<file path="src/rtl/calc_control.sv">
// Operation sequencer driving registerX/Y/Z op codes and the ALU select.
// All outputs are registered from the next state so they change only on posedge clk.
module calc_control #(
   parameter int CODE_W = 4,
   parameter int AMT_W  = 2
) (
   input  logic              clk,
   input  logic              rst,
   input  logic              start,
   input  logic [2:0]        op,
   input  logic [AMT_W-1:0]  amt,
   output logic [CODE_W-1:0] Tx,
   output logic [CODE_W-1:0] Ty,
   output logic [CODE_W-1:0] Tz,
   output logic [1:0]        alu_sel,
   output logic              busy,
   output logic              done,
   output logic              err
);

   localparam logic [CODE_W-1:0] HOLD   = CODE_W'(0);
   localparam logic [CODE_W-1:0] LOAD   = CODE_W'(1);
   localparam logic [CODE_W-1:0] SHIFTR = CODE_W'(2);
   localparam logic [CODE_W-1:0] SHIFTL = CODE_W'(3);
   localparam logic [CODE_W-1:0] CLEAR  = CODE_W'(4);

   typedef enum logic [2:0] {
      IDLE, LDX, EXEC, WRZ, SHIFT, CLR, DONE
   } state_t;

   state_t           state, state_n;
   logic [2:0]       op_q, op_n;
   logic [AMT_W-1:0] cnt, cnt_n;

   always_comb begin
      state_n = state;
      op_n    = op_q;
      cnt_n   = cnt;
      case (state)
         IDLE: if (start) begin
            op_n  = op;
            cnt_n = amt;
            case (op)
               3'd0, 3'd1, 3'd2, 3'd3: state_n = LDX;
               3'd4, 3'd5:             state_n = SHIFT;
               3'd6:                   state_n = CLR;
               default:                state_n = DONE;
            endcase
         end
         LDX:   state_n = EXEC;
         EXEC:  state_n = WRZ;
         WRZ:   state_n = DONE;
         SHIFT: if (cnt == '0) state_n = DONE;
                else cnt_n = cnt - AMT_W'(1);
         CLR:   state_n = DONE;
         DONE:  state_n = IDLE;
         default: state_n = IDLE;
      endcase
   end

   // Outputs are decoded from state_n/op_n so they line up with the state register.
   always_ff @(posedge clk) begin
      if (rst) begin
         state   <= IDLE;
         op_q    <= '0;
         cnt     <= '0;
         Tx      <= HOLD;
         Ty      <= HOLD;
         Tz      <= HOLD;
         alu_sel <= '0;
         busy    <= 1'b0;
         done    <= 1'b0;
         err     <= 1'b0;
      end else begin
         state   <= state_n;
         op_q    <= op_n;
         cnt     <= cnt_n;
         Tx      <= HOLD;
         Ty      <= HOLD;
         Tz      <= HOLD;
         alu_sel <= '0;
         busy    <= (state_n != IDLE);
         done    <= (state_n == DONE);
         err     <= (state_n == DONE) && (op_n == 3'd7);
         case (state_n)
            LDX:   Tx <= LOAD;
            EXEC: begin
               Ty      <= LOAD;
               alu_sel <= op_n[1:0];
            end
            WRZ:   Tz <= LOAD;
            SHIFT: Tz <= op_n[0] ? SHIFTL : SHIFTR;
            CLR: begin
               Tx <= CLEAR;
               Ty <= CLEAR;
               Tz <= CLEAR;
            end
            default: ;
         endcase
      end
   end

endmodule

</file>
<file path="config.mk">
export PLATFORM = sky130hd
export DESIGN_NAME = calc_control
export DESIGN_NICKNAME = d
export VERILOG_FILES = /design/src/rtl/calc_control.sv
export SDC_FILE = /design/constraint.sdc
export NUM_CORES = 1
export LEC_CHECK = 0
export CORE_MARGIN = 3
export CORE_UTILIZATION = 49
export DETAILED_ROUTE_END_ITERATION = 8
export PLACE_DENSITY = 0.9
export REMOVE_ABC_BUFFERS = 1
export SKIP_CTS_REPAIR_TIMING = 1
export SLEW_MARGIN = 10
export SYNTH_ARGS = -nofsm -noshare
export SYNTH_HDL_FRONTEND = slang
export SYNTH_SLANG_ARGS = --single-unit
</file>
<file path="constraint.sdc">
create_clock -name clk -period 2.9 [get_ports clk]
set_input_delay 0.58 -clock clk [delete_from_list [all_inputs] [get_ports clk]]
set_output_delay 0.58 -clock clk [all_outputs]
set_load 0.03 [all_outputs]
</file>
After elaboration in Yosys (flattened, before gate mapping)
Index checks and enable logic that the tools add are counted.

Equal/unequal tests: 20. Add/sub/neg operators: 1. Mux-type cells: 13. Bitwise gates (word level): 1. Reduce and logical (&&, ||, !) cells: 11.

Operators with widths (number): equality test 3 bit (second input constant) (9); equality test 3 x 2 -> 1 bit (second input constant) (6); case mux 3 bit (3 select lines) (2); case mux 3 bit (5 select lines) (1); 2-to-1 mux 3 bit (4); case mux 3 bit (2 select lines) (2); equality test 3 x 1 -> 1 bit (second input constant) (3); logical NOT 3 bit (2); OR reduction 2 bit (3); 2-to-1 mux 2 bit (2); != test 2 bit (second input constant) (2); case mux 2 bit (2 select lines) (1); OR reduction 4 bit (1); AND reduction 3 bit (1); nonzero test 3 bit (1); logical NOT 2 bit (1); nonzero test 2 bit (1); subtractor 2 x 1 -> 2 bit (second input constant) (1); logical AND 1 bit (1); 2-to-1 mux 1 bit (1); inverter 1 bit (1).

Word-level logic and storage cells: 56. Register bits after elaboration: 25. Bits of input ports: 8.

Longest topological paths before layout
Gate-level depths: netlist (run 1).

Depth in word-level cells: 8. Depth in mapped cells: 6. Gate-level depth less buffers: 6.

Worst setup path before layout (run 1)
No wires, ideal clock.

Kind: input to register. Start point: input port start. End point: register Tz[0]. Data arrival time: 1.584 ns. Path slack: 1.215 ns. Library setup time: 0.101 ns. Stages on the path: 4. Path through: or4b_1 clkbuf_4 mux2i_2 o41ai_1.

Longest elaborated chain between the ends: 4.

RTL lines: start: declaration (line 9) `input logic start,`; 2-to-1 mux 3 bit (line 40) `IDLE: if (start) begin`; case mux 3 bit (5 select lines) or 2-to-1 mux 3 bit (tied branches) (line 39) `case (state)`; equality test 3 bit (tied with other cells) (line 85) `case (state_n)`; case mux 3 bit (3 select lines) * (line 85); end signal: assignment (line 92) `SHIFT: Tz <= op_n[0] ? SHIFTL : SHIFTR;`; end: declaration (line 14) `output logic [CODE_W-1:0] Tz,`.

Mark *: on every way between the ends. The rest lies on a longest branch, timed or not. A chain may end at the register's enable or synchronous reset.

Worst setup path in the final report (run 1)
Ends and elaborated chain as after synthesis.

==> results of run 1 <==
-- registers in the layout, indices dropped and copies added (netlist names) --
name / cells
Tx: 1
Ty: 2
Tz: 3
alu_sel: 2
busy: 1
cnt: 2
done: 1
err: 1
op_q: 3
state: 3
-- path summary, 6_finish.rpt --
check	from	to	slack [ns]	cells after the start
max	start	Tz[0]	0.86	4
min	op_q[2]	op_q[2]	0.46	2
max reg2reg	state[2]	Tz[0]	1.11	3
min reg2reg	op_q[2]	op_q[2]	0.46	2
-- power groups by stage --
stage	sequential [uW]	clock, uW	combinational, uW
floorplan	352	0	121
global placement	326	0	217
global route	326	143	245
detailed placement	327	0	224
CTS	321	131	225
finish	322	128	226
-- cell usage after synthesis (2+ instances only) --
library cell / n
a211oi_1: 3
a21oi_1: 4
buf_4: 6
buf_6: 3
dfxtp_1: 19
inv_1: 4
nand2_1: 6
nand2b_1: 2
nand4_1: 2
nor2_1: 8
nor3_1: 2
nor3b_1: 4
o21ai_0: 4
-- metrics by stage --
step	utilization	cells
detailed placement	0.645	127
global placement	0.645	127
global route	0.662	131
floorplan	-	83
CTS	0.662	131
finish	0.662	131
-- layout make-up --
type                    count  area [sq um]
inverters                   4          15.0
multi-input cells          60           405
repair buffers             20           198
well taps                  24          30.0
clock buffers               4          26.3
fillers                   119           539
flip-flops and latches     19           380
-- critical path: cells and delay by family --
family | cells | cell delay (ns)
buffers and inverters | 1 | 0.52
muxes | 1 | 0.23
AOI/OAI and AO/OA | 1 | 0.30
and+or+nand+nor | 1 | 0.60
-- layer usage --
| layer | track usage | vias up |
|---|---|---|
| met3 | 0.0613 | 3 |
| met2 | 0.291 | 23 |
| met1 | 0.181 | 314 |
| li1 | - | 344 |
| met4 | 0.0569 | 0 |
| met5 | 0 | - |
-- cells in the final DEF (no fill, tap or decap), types with 3 or more instances in the layout --
master	count
nand2_1	6
o21ai_0	4
a211oi_1	3
nor2_1	8
dfxtp_1	19
conb_1	5
inv_1	4
clkbuf_4	3
clkdlybuf4s50_1	19
nor3b_1	4
a21oi_1	4
-- kinds of logic (layout without fill, tap and decap cells) --
family / count (synthesis) / count (layout) / synth area share
compound gates: 18 / 18 / 0.138
mux: 1 / 1 / 0.0156
flops: 19 / 19 / 0.432
other cells: 1 / 5 / 0.00426
fa+ha+maj: 1 / 1 / 0.0142
buf+inv: 16 / 28 / 0.125
simple gates: 35 / 35 / 0.271
==> run_results.csv, run 1 <==
group,metric,value,unit
outcome,status,"finished, final reports clean",
critical_path,start_kind,"primary input",
critical_path,criticalPathCategory,"in -> reg",
layout,fin_nets,117,
placement,place_area,0.00103,sq mm
critical_path,worstPathRequired,3.10,ns
pwr,power_density,641,mW/mm^2
clock_network,clk_pin_slew,0.10,ns
floorplanning,die_x,48.4,microns
timing,setup_viol,0,
drt,vias_per_cell,5.22,
global_route,grt_pass1_wl,2970,microns
logic_synthesis,ys_seq_area_frac,0.432,
timing,min_period_over_period,0.703,
placement,dp_slack,0.546,ns
pwr,p_total,676,uW
clock_network,clock_latency,0.30,ns
pwr,seqPwrFrac,0.476,
global_route,grt_util_all_layers,0.165,
drt,top_layer,"met4",
logic_synthesis,synth.largest_area_cell,"dfxtp_1",
layout,diodes,0,
hold_path,holdCritPathClass,"reg -> reg",
timing,hold_viol_final,0,
logic_synthesis,synth-edff-count,0,
logic_synthesis,syn_area,881,sq um
critical_path,cp.arrival,2.24,ns
floorplanning,coreArea,0.00159,sq mm
timing,max_freq,0.490,GHz
pwr,power_frac_comb,0.335,
pwr,swShare,0.345,
placement,dp_hpwl,1340,microns
job,drv_cap,0,
timing,worst_pin_slew,0.542,ns
clock_network,cts_buffers,3,
pwr,p_leak,0.000398,uW
timing,finalMaxSlewViolations,0,
clock_network,cts_sinks,19,
placement,gp_congestion,0.805,
placement,port_buffers,19,
logic_synthesis,avgSynthCellArea,9.68,sq um
drt,wl_met1,719,microns
timing,whs,0.463,ns
clock_network,cts_buffer_depth,2,
logic_synthesis,ys.flop_type,"dfxtp_1",
timing,rsz0062_at_grt,"false",
critical_path,critPathSlowestCell,"or4b_1",
drt,wl_per_cell,13.4,microns
drt,totalWireLength,1750,microns
drt,num_vias,684,
layout,design_area,0.00105,sq mm
pwr,peakVddDrop,426,uV
logic_synthesis,async_flop_share,0,
logic_synthesis,yosysTopAreaCellShare,0.432,
timing,period_minus_slack,2.04,ns
floorplanning,pin_count,25,
layout,drive_gt1_frac,0.112,
floorplanning,die_y,48.4,microns
drt,wl_met3,108,microns
timing,timing.final.ws_setup,0.860,ns
floorplanning,start_util,0.553,
timing,tns,0,ns
drt,wl_met2,905,microns
logic_synthesis,synth_seq_cells,19,
global_route,grt_start_max_net_pins,14,
critical_path,crit_fanout,7,
logic_synthesis,synth_cell_types,37,
clock_network,cts_root_buffer,"clkbuf_4",
global_route,antenna_found_initial,0,
global_route,grt.overflow.total,0,
clock_network,cts_tree,"done",
timing,worst_clock_skew,0.00668,ns
drt,ant_nets,0,
logic_synthesis,yosys_warnings,0,
critical_path,setup.worst_path.end_class,"register",
floorplanning,rows,14,
clock_network,htree_levels,1,
logic_synthesis,synthCells,91,
pwr,pwr-share-clk,0.189,
drt,drt_first_pass_iters,4,
global_route,grt_pass1_vias,606,
floorplanning,dieArea,0.00234,sq mm
pwr,p_int,443,uW
drt,drc,0,
layout,syn_to_final_growth,19.7,%
pwr,p_sw,233,uW
logic_synthesis,synth_area_leaders,"dfxtp_1 43%, buf_4 5.1%, buf_6 3.8%",
drt,drt-initial-drc-count,28,
timing,slew_headroom,0.634,
critical_path,crit_chain,"clkdlybuf4s50_1 -> or4b_1 -> mux2i_2 -> o41ai_1",
critical_path,crit_path_max_incr_delay,0.60,ns
Power figures use the tool's default switching activity.
==> run 2: changes to the inputs <==
- CORE_UTILIZATION: 49 -> 45
- PLACE_DENSITY: 0.9 -> 0.84
- clock period: 2.9 -> 2.14 ns (I/O delays scaled with it)
==> run 2 against run 1 <==
Net effect: flip-flop and latch count did not move; first-iteration DRC count fell by 54%; cell count rose by 3.1%; largest cell class unchanged.
==> run_results.csv, run 2 (same netlist as run 1, synthesis figures left out) <==
group,metric,value,unit
layout,reg_top3,"Tz: 3 flops, op_q: 3 flops, state: 3 flops",
clock_network,cts_buffers,3,
outcome,status,"finished, final reports clean",
hold_path,holdCritPathClass,"reg -> reg",
timing,worst_pin_slew,0.575,ns
placement,dp_slack,0.0313,ns
floorplanning,die_x,50.2,microns
clock_network,clock_latency,0.29,ns
clock_network,cts_sinks,19,
clock_network,htree_levels,1,
pwr,p_leak,0.000415,uW
timing,slew_headroom,0.611,
clock_network,cts_buffer_depth,2,
drt,vias_per_cell,5.19,
pwr,peakVddDrop,362,uV
drt,drt_first_pass_iters,4,
clock_network,cts_tree,"done",
global_route,grt_pass1_wl,3060,microns
global_route,grt_start_max_net_pins,14,
placement,dp_hpwl,1330,microns
critical_path,setup.worst_path.end_class,"register",
pwr,p_total,934,uW
timing,tns,0,ns
timing,setup_viol,0,
layout,fill_cells,162,
pwr,seqPwrFrac,0.468,
timing,finalMaxSlewViolations,0,
critical_path,start_kind,"primary input",
floorplanning,coreArea,0.00178,sq mm
layout,drive_gt1_frac,0.145,
layout,syn_to_final_growth,22.6,%
pwr,p_sw,327,uW
placement,port_buffers,19,
floorplanning,die_y,50.2,microns
drt,drc,0,
floorplanning,pin_count,25,
timing,hold_viol_final,0,
pwr,swShare,0.350,
critical_path,crit_fanout,9,
placement,gp_congestion,0.821,
pwr,pwr-share-clk,0.192,
timing,worst_clock_skew,0.00937,ns
drt,totalWireLength,1730,microns
pwr,power_frac_comb,0.341,
critical_path,criticalPathCategory,"in -> reg",
layout,fin_nets,120,
global_route,grt_pass1_vias,675,
layout,layout_common_cells,"19 x dfxtp_1, 19 x clkdlybuf4s50_1, 8 x nor2_1",
pwr,power_density,865,mW/mm^2
timing,max_freq,0.558,GHz
drt,drt-initial-drc-count,13,
global_route,antenna_found_initial,0,
job,drv_cap,0,
critical_path,worstPathRequired,2.34,ns
global_route,grt_util_all_layers,0.155,
floorplanning,rows,15,
global_route,grt.overflow.total,0,
critical_path,cp.arrival,1.99,ns
clock_network,cts_root_buffer,"clkbuf_4",
timing,timing.final.ws_setup,0.348,ns
timing,min_period_over_period,0.837,
drt,num_vias,700,
floorplanning,dieArea,0.00252,sq mm
floorplanning,start_util,0.494,
clock_network,clk_pin_slew,0.12,ns
drt,ant_nets,0,
drt,wl_per_cell,12.8,microns
timing,period_minus_slack,1.79,ns
layout,diodes,0,
timing,rsz0062_at_grt,"false",
pwr,p_int,607,uW
run 2: cell types whose count changed in the layout (fill, tap and decap cells not counted):
cell | before | now
clkinv_2 | 0 | 1
buf_4 | 1 | 4
clkbuf_1 | 1 | 0
run 2: final cells by class:
cell class	instances	area, sq um	share of cell area
sequential	19	380	0.352
multi-input combinational	60	405	0.375
tap	25	31.3	0.0290
clock inverter	1	5.00	0.00463
clock buffer	3	22.5	0.0209
timing repair buffer	23	220	0.204
inverter	4	15.0	0.0139
run 2: path summary, 6_finish.rpt:
kind	startpoint	to	slack, ns	cells past startpoint
min	op_q[2]	op_q[2]	0.49	2
max	start	alu_sel[0]	0.35	6
min reg2reg	op_q[2]	op_q[2]	0.49	2
max reg2reg	state[1]	Ty[2]	0.39	4
run 2: metal layers:
layer	global-route usage	wire length (microns)
met4	0.0737	45
met3	0.0267	101
met2	0.261	856
met5	0	0
met1	0.188	729
run 2: worst max-delay path: stages:
cell,delay (ns)
clkdlybuf4s50_1,0.47
buf_4,0.12
nor4b_4,0.21
nand4_1,0.17
a22o_2,0.31
nor4b_2,0.29
run 2: power by group through the flow:
stage                     combinational [uW]  clock [uW]  sequential (uW)
after global placement                   303           0              440
after CTS                                319         181              436
after detailed placement                 317           0              444
final                                    318         179              437
after global routing                     349         199              443
after floorplan                          164           0              477
run 2: per-stage QoR:
step                 util  hold slack [ns]  cell area (sq um)  cells
floorplan               -            0.431                801     83
global placement    0.590            0.453               1050    131
detailed placement  0.590            0.454               1050    131
CTS                 0.606            0.482               1080    135
global route        0.606            0.500               1080    135
finish              0.606            0.487               1080    135
